## src/rtl/hyst_controller.sv

```systemverilog
// Hysteresis threshold stage: classifies a 12-pixel magnitude segment into strong/weak,
// grows weak pixels along their gradient direction, and emits a 10-pixel binary edge row.
module hyst_controller #(
  parameter int HIGH_THRESH = 150,
  parameter int LOW_THRESH  = 50,
  parameter int MAX_PASSES  = 10
) (
  input  logic             clk,
  input  logic             rst,
  input  logic             anchor_moving,
  input  logic [11:0][1:0] gradient_angle,
  input  logic [11:0][7:0] hyst_in,
  output logic [9:0][7:0]  hyst_out,
  output logic             hyst_final
);

  localparam int PW = $clog2(MAX_PASSES + 1);

  typedef enum logic [1:0] {
    S_IDLE,
    S_CLASSIFY,
    S_PROPAGATE,
    S_DONE
  } state_t;

  state_t r_state;
  state_t w_state_next;

  logic [10:1][1:0] r_angle;
  logic [11:0][7:0] r_mag;
  logic [11:0]      r_edge;
  logic [10:1]      r_weak;
  logic [9:0]       r_prev_edge;
  logic [PW-1:0]    r_pass_cnt;
  logic [9:0][7:0]  r_hyst_out;
  logic             r_hyst_final;

  logic [11:0]      w_strong;
  logic [10:1]      w_weak;
  logic [11:0]      w_edge_pass;
  logic [11:0]      w_prev_col;
  logic [9:0][7:0]  w_out_bytes;
  logic             w_settled;
  logic             w_pass_last;
  logic             w_unused;

  // Context-pixel angles carry no meaning: only their strong/none class is used.
  assign w_unused = &{1'b0, gradient_angle[0], gradient_angle[11]};

  // Row-above edge map indexed by column; the outer columns have no stored result.
  assign w_prev_col = {1'b0, r_prev_edge, 1'b0};

  genvar gi;
  generate
    for (gi = 0; gi < 12; gi++) begin : g_strong
      assign w_strong[gi] = (r_mag[gi] >= 8'(HIGH_THRESH));
    end

    for (gi = 1; gi <= 10; gi++) begin : g_weak
      assign w_weak[gi] = (r_mag[gi] >= 8'(LOW_THRESH)) && !w_strong[gi];
    end

    for (gi = 1; gi <= 10; gi++) begin : g_prop
      logic w_nb;
      always_comb begin
        w_nb = 1'b0;
        case (r_angle[gi])
          2'd0:    w_nb = r_edge[gi-1] | r_edge[gi+1];
          2'd1:    w_nb = w_prev_col[gi+1];
          2'd2:    w_nb = w_prev_col[gi];
          default: w_nb = w_prev_col[gi-1];
        endcase
      end
      assign w_edge_pass[gi] = r_edge[gi] | (r_weak[gi] & w_nb);
    end

    for (gi = 0; gi < 10; gi++) begin : g_out
      assign w_out_bytes[gi] = w_edge_pass[gi+1] ? 8'd255 : 8'd0;
    end
  endgenerate

  assign w_edge_pass[0]  = r_edge[0];
  assign w_edge_pass[11] = r_edge[11];

  // Each pass reads only the previous pass's map, so a chain grows one pixel per cycle.
  assign w_settled   = (w_edge_pass == r_edge);
  assign w_pass_last = (r_pass_cnt == PW'(MAX_PASSES - 1));

  always_ff @(posedge clk) begin
    if (rst) begin
      r_state <= S_IDLE;
    end else begin
      r_state <= w_state_next;
    end
  end

  always_comb begin
    w_state_next = r_state;
    case (r_state)
      S_IDLE:      if (anchor_moving) w_state_next = S_CLASSIFY;
      S_CLASSIFY:  w_state_next = S_PROPAGATE;
      S_PROPAGATE: if (w_settled || w_pass_last) w_state_next = S_DONE;
      S_DONE:      w_state_next = S_IDLE;
      default:     w_state_next = S_IDLE;
    endcase
  end

  always_ff @(posedge clk) begin
    if (rst) begin
      r_angle      <= '0;
      r_mag        <= '0;
      r_edge       <= '0;
      r_weak       <= '0;
      r_pass_cnt   <= '0;
      r_prev_edge  <= '0;
      r_hyst_out   <= '0;
      r_hyst_final <= 1'b0;
    end else begin
      // Results are loaded on the final pass so they are already valid while in DONE.
      r_hyst_final <= (r_state == S_PROPAGATE) && (w_state_next == S_DONE);
      case (r_state)
        S_IDLE: begin
          if (anchor_moving) begin
            r_angle <= gradient_angle[10:1];
            r_mag   <= hyst_in;
          end
        end
        S_CLASSIFY: begin
          r_edge     <= w_strong;
          r_weak     <= w_weak;
          r_pass_cnt <= '0;
        end
        S_PROPAGATE: begin
          r_edge     <= w_edge_pass;
          r_pass_cnt <= r_pass_cnt + 1'b1;
          if (w_state_next == S_DONE) begin
            r_hyst_out  <= w_out_bytes;
            r_prev_edge <= w_edge_pass[10:1];
          end
        end
        default: ;
      endcase
    end
  end

  assign hyst_out   = r_hyst_out;
  assign hyst_final = r_hyst_final;

endmodule

```

## config.mk

```make
export PLATFORM = sky130hd
export DESIGN_NAME = hyst_controller
export DESIGN_NICKNAME = d
export VERILOG_FILES = /design/src/rtl/hyst_controller.sv
export SDC_FILE = /design/constraint.sdc
export NUM_CORES = 1
export LEC_CHECK = 0
export ABC_AREA = 1
export CAP_MARGIN = 0
export CORE_MARGIN = 8
export CORE_UTILIZATION = 51
export CTS_CLUSTER_DIAMETER = 200
export DETAILED_ROUTE_END_ITERATION = 12
export PLACE_DENSITY_LB_ADDON = 0.05
export SYNTH_ARGS = -nofsm -noshare
export SYNTH_HDL_FRONTEND = slang
export SYNTH_SLANG_ARGS = --single-unit
```

## constraint.sdc

```tcl
create_clock -name clk -period 3.6 [get_ports clk]
set_clock_uncertainty 0.1 [all_clocks]
set_input_delay 0.72 -clock clk [delete_from_list [all_inputs] [get_ports clk]]
set_output_delay 0.72 -clock clk [all_outputs]
set_load 0.1 [all_outputs]
```

== After elaboration in Yosys (flattened, before gate mapping) ==
Cells that the tools add are included.

* Add/subtract/negate cells: 1
* Magnitude comparators: 22
* Eq/ne operators: 26
* Multiplexer cells: 25
* Bitwise gates (word level): 31
* Reductions and logical operators: 37

{| class="wikitable"
|+ Operators by type and width
! kind !! number
|-
| 8-bit >= comparator, second input constant || 12
|-
| 8-bit by 6-bit >= comparator with 1-bit output, second input constant || 10
|-
| 8-bit 2-to-1 mux || 10
|-
| 1-bit case mux with 3 select lines || 10
|-
| 2-bit equality test, second input constant || 13
|-
| 12-bit case mux with 2 select lines || 1
|-
| 2-bit by 1-bit equality test with 1-bit output, second input constant || 11
|-
| 2-bit zero test || 11
|-
| 1-bit bitwise OR || 20
|-
| 1-bit logical AND || 11
|-
| 1-bit AND || 10
|-
| 10-bit equality test || 1
|-
| 1-bit zero test || 10
|-
| 2-bit case mux with 4 select lines || 1
|-
| 4-bit case mux with 2 select lines || 1
|-
| 2-bit AND reduction || 3
|-
| 4-bit by 1-bit adder with 4-bit output, second input constant || 1
|-
| 4-bit equality test, second input constant || 1
|-
| 2-bit 2-to-1 mux || 2
|-
| 2-bit nonzero test || 1
|-
| 1-bit logical OR || 1
|-
| 1-bit NOT || 1
|}

* Register bits: 235
* Bits of input ports: 123
* Output and inout port bits: 81
* Logic and storage cells: 181

== Logic depth before layout (Yosys ltp) ==
* Depth in word-level cells: 10
* Mapped depth: 15
* Mapped depth without buffers: 15

== Least setup slack after synthesis ==
No wires, ideal clock.

* Kind: register -> register
* From: reg r_prev_edge[5]
* To: reg r_hyst_out, in the netlist hyst_out[78]
* Library setup time: 0.118 ns
* Data arrival time: 2.238 ns
* Slack: 1.144 ns
* Stages on the path, launching flop included: 15
* Buffers on the path: 1
* Clock period less this slack: 2.456 ns
* Cells stage by stage: dfxtp_1 inv_1 a21oi_1 nand2_1 nand2_1 nand2_1 nor2_1 nor2_1 nand3_1 nand2_1 nand3_2 nand2_4 buf_6 a21oi_2 nor2_1

* Cells in the longest elaborated chain, start to end: 9

{| class="wikitable"
|+ RTL lines
! item !! RTL line !! text
|-
| start, declared || 33 || <nowiki>logic [9:0] r_prev_edge;</nowiki>
|-
| start signal, assigned || 138 || <nowiki>r_prev_edge <= w_edge_pass[10:1];</nowiki>
|-
| 1-bit case mux with 3 select lines || 67 || <nowiki>case (r_angle[gi])</nowiki>
|-
| 1-bit AND || 74 || <nowiki>assign w_edge_pass[gi] = r_edge[gi] | (r_weak[gi] & w_nb);</nowiki>
|-
| 1-bit bitwise OR || 74 ||
|-
| 10-bit equality test (*) || 86 || <nowiki>assign w_settled = (w_edge_pass == r_edge);</nowiki>
|-
| 1-bit logical OR (*) || 102 || <nowiki>S_PROPAGATE: if (w_settled || w_pass_last) w_state_next = S_DONE;</nowiki>
|-
| 2-bit 2-to-1 mux (*) || 102 ||
|-
| 2-bit case mux with 4 select lines (*) || 99 || <nowiki>case (r_state)</nowiki>
|-
| 2-bit equality test (*) || 136 || <nowiki>if (w_state_next == S_DONE) begin</nowiki>
|-
| 2-bit AND reduction (no line) (*) || - ||
|-
| end signal, assigned || 137 || <nowiki>r_hyst_out <= w_out_bytes;</nowiki>
|-
| end, declared || 35 || <nowiki>logic [9:0][7:0] r_hyst_out;</nowiki>
|}

Mark *: on every way between the ends. The rest lies on a longest branch, timed or not.
A chain may end at the register's enable or synchronous reset.

== Final worst setup path ==
* From: reg r_hyst_final, in the netlist hyst_final
* To: out hyst_final

{| class="wikitable"
|+ RTL lines
! item !! RTL line !! text
|-
| start, declared || 36 || <nowiki>logic r_hyst_final;</nowiki>
|-
| start signal, assigned || 120 || <nowiki>r_hyst_final <= (r_state == S_PROPAGATE) && (w_state_next == S_DONE);</nowiki>
|-
| end, declared || 14 || <nowiki>output logic hyst_final</nowiki>
|}

No word-level cell between the ends.

==> flow_metrics.env <==
export IMPL_status="complete, no violations"
export IMPL_timing_fmax_mhz=375.8
export IMPL_avgSynthCellArea_sq_um=7.281
export IMPL_antenna_cells=0
export IMPL_synthArstFlopShare_pct=0
export IMPL_rows=41
export IMPL_cp_end_kind="primary output"
export IMPL_synth_distinct_cells=35
export IMPL_cts_setup_buffers=0
export IMPL_ff_latch_area_sq_um=2863
export IMPL_cts_buffers=17
export IMPL_grtUsageTotal_pct=20.01
export IMPL_syn2layout_area_growth_pct=28.22
export IMPL_ant_nets=0
export IMPL_clock_latency_ps=420
export IMPL_tightest_slew_ps=968.6
export IMPL_die_area_sq_um=16910
export IMPL_final_layout_size_suffix_gt1_share_pct=13.53
export IMPL_cpPeakStageDelay_ps=1120
export IMPL_hp_class="reg -> reg"
export IMPL_synth_edff_count=0
export IMPL_yosysMostFrequentCell="nor2_1"
export IMPL_initial_core_util_pct=52.35
export IMPL_synthTopCellsByCount="nor2_1, dfxtp_1, o21ai_0"
export IMPL_crit_type="reg -> out"
export IMPL_synth_seq_cells=143
export IMPL_rsz0062_at_grt="false"
export IMPL_portBuffers=187
export IMPL_power_w=0.004950
export IMPL_die_h_um=130.0
export IMPL_crit_slowest_cell="clkdlybuf4s50_1"
export IMPL_worst_path_max_fanout=1
export IMPL_post_route_drc_count=0
export IMPL_yosysTopAreaCell="dfxtp_1"
export IMPL_routed_via_density=5.071
export IMPL_netlist_instances=911
export IMPL_cts_tree="yes"
export IMPL_overflow=0
export IMPL_synth_top_area_share_pct=43.16
export IMPL_peakVddDrop_mv=0.3732
export IMPL_cts_hold_buffers=0
export IMPL_cts_resized=0
export IMPL_placed_cell_area_sq_um=7876
export IMPL_ys_top_cells_by_area="dfxtp_1, nor2_1, o21ai_0"
export IMPL_p_leak_nw=3.594
export IMPL_cp_required_ps=2780
export IMPL_finalWorstPathRequiredPeriod_ps=2661
export IMPL_design_area_sq_um=8504
export IMPL_hold_viol=0
export IMPL_drtIter0Drc=444
export IMPL_cts_sinks=143
export IMPL_drtPass1Iterations=7
export IMPL_yosysWarnings=0
export IMPL_relSlewSlack_pct=35.22
export IMPL_cp_top_family="buffers and inverters"
export IMPL_core_area_sq_um=12670
export IMPL_power_density_nw_per_um2=582.0
export IMPL_antenna_found_initial=0
export IMPL_final_util_pct=67.12
export IMPL_synth_main_ff_cell="dfxtp_1"
export IMPL_hpwl_um=12050
export IMPL_routedWlPerCell_um=14.21
export IMPL_cp_num_buf_inv=1
export IMPL_htreeDepth=4
export IMPL_fp_dieW_um=130.0
export IMPL_grt_pass1_vias=5563
export IMPL_crit_chain="clkdlybuf4s50_1"
export IMPL_grt_max_degree=108
export IMPL_arrival_ps=1840
export IMPL_seq_area_frac_synth_pct=43.16
export IMPL_start_kind="register"
export IMPL_cts_root_buf="clkbuf_16"
export IMPL_clk_path_buf_depth=2
export IMPL_fill_cells=1132
export IMPL_globalplace_congestion=0.8223
export IMPL_multi_input_area_sq_um=2754
export IMPL_ios=204
export IMPL_drv_slew=0
export IMPL_grt_pass1_wl_um=26810
export IMPL_setup_viol=0
export IMPL_totalWireLength_um=16930
export IMPL_via_count=6045
export IMPL_syn_area_sq_um=6633
export IMPL_max_cap_viol_count=0
export IMPL_finalCritPeriodShare_pct=73.91
export IMPL_path_clk_slew_ps=60
export IMPL_finalSetupTns_ps=0
export IMPL_syn_num_nets=1041
export IMPL_nets=1137
registers in the layout, indices dropped and copies added, names as in the netlist:
name	count
r_mag	84
r_angle	20
r_edge	12
r_weak	10
r_prev_edge	9
r_pass_cnt	4
r_state	2
hyst_final	1
hyst_out	1
cell usage in the layout, fill, tap and decap left out, types with 9 or more instances in the layout:
cell,n
nand2_1,97
buf_4,86
o21ai_0,110
a21oi_1,81
dfxtp_1,143
nand3_1,34
clkbuf_16,17
inv_1,67
clkdlybuf4s50_1,107
inv_2,13
nor3_1,21
o311ai_0,11
nor2_1,152
o211ai_1,9
routing by layer:
layer	part of all wire (%)	wire (um)	global-route usage, %
met1	44	7389	24.72
met4	1.4	232	6.694
met3	9.6	1623	7.303
met5	0	0	0
met2	45	7688	31.63
power by group:
group	internal, W	switching [W]
logic	0.000399	0.000737
registers	0.00181	0.000142
clock network	0.00123	0.000630
total	0.00344	0.00151
metrics by stage:
| stage | setup slack, ps | hold WS [ps] | instances |
|---|---|---|---|
| after floorplan | 1144 | 329.5 | 911 |
| after global placement | 1143 | 341.7 | 1160 |
| after detailed placement | 1115 | 343.9 | 1160 |
| after CTS | 922.7 | 352.0 | 1192 |
| after global routing | 904.5 | 369.1 | 1192 |
| final | 939.2 | 349.4 | 1192 |
final cells by class:
cell class / count / share of cell area [%]
Clock buffer: 27 / 5.914
Clock inverter: 5 / 1.471
Inverter: 82 / 3.619
Multi-Input combinational cell: 569 / 32.38
Sequential cell: 143 / 33.66
Tap cell: 172 / 2.531
Timing Repair Buffer: 194 / 20.42
kinds of logic (layout without fill, tap and decap cells):
| group | after synthesis | after routing | share of synthesized area, % |
|---|---|---|---|
| AND/OR/NAND/NOR | 331 | 331 | 20.96 |
| AO/OA/AOI/OAI | 231 | 231 | 19.13 |
| buffers and inverters | 199 | 308 | 15.43 |
| flip-flops | 143 | 143 | 43.16 |
| adder cells (fa/ha/maj) | 7 | 7 | 1.320 |
path summary, 6_finish.rpt:
check / slack, ps / cells past startpoint / endpoint / startpoint
worst min-delay path: 350 / 2 / r_mag[4] / r_mag[4]
worst min register to register: 350 / 2 / r_mag[4] / r_mag[4]
worst max-delay path: 940 / 1 / hyst_final / hyst_final
worst max register to register: 1200 / 6 / r_edge[1] / r_state[0]
No activity file was read; power rests on OpenSTA's default activity.
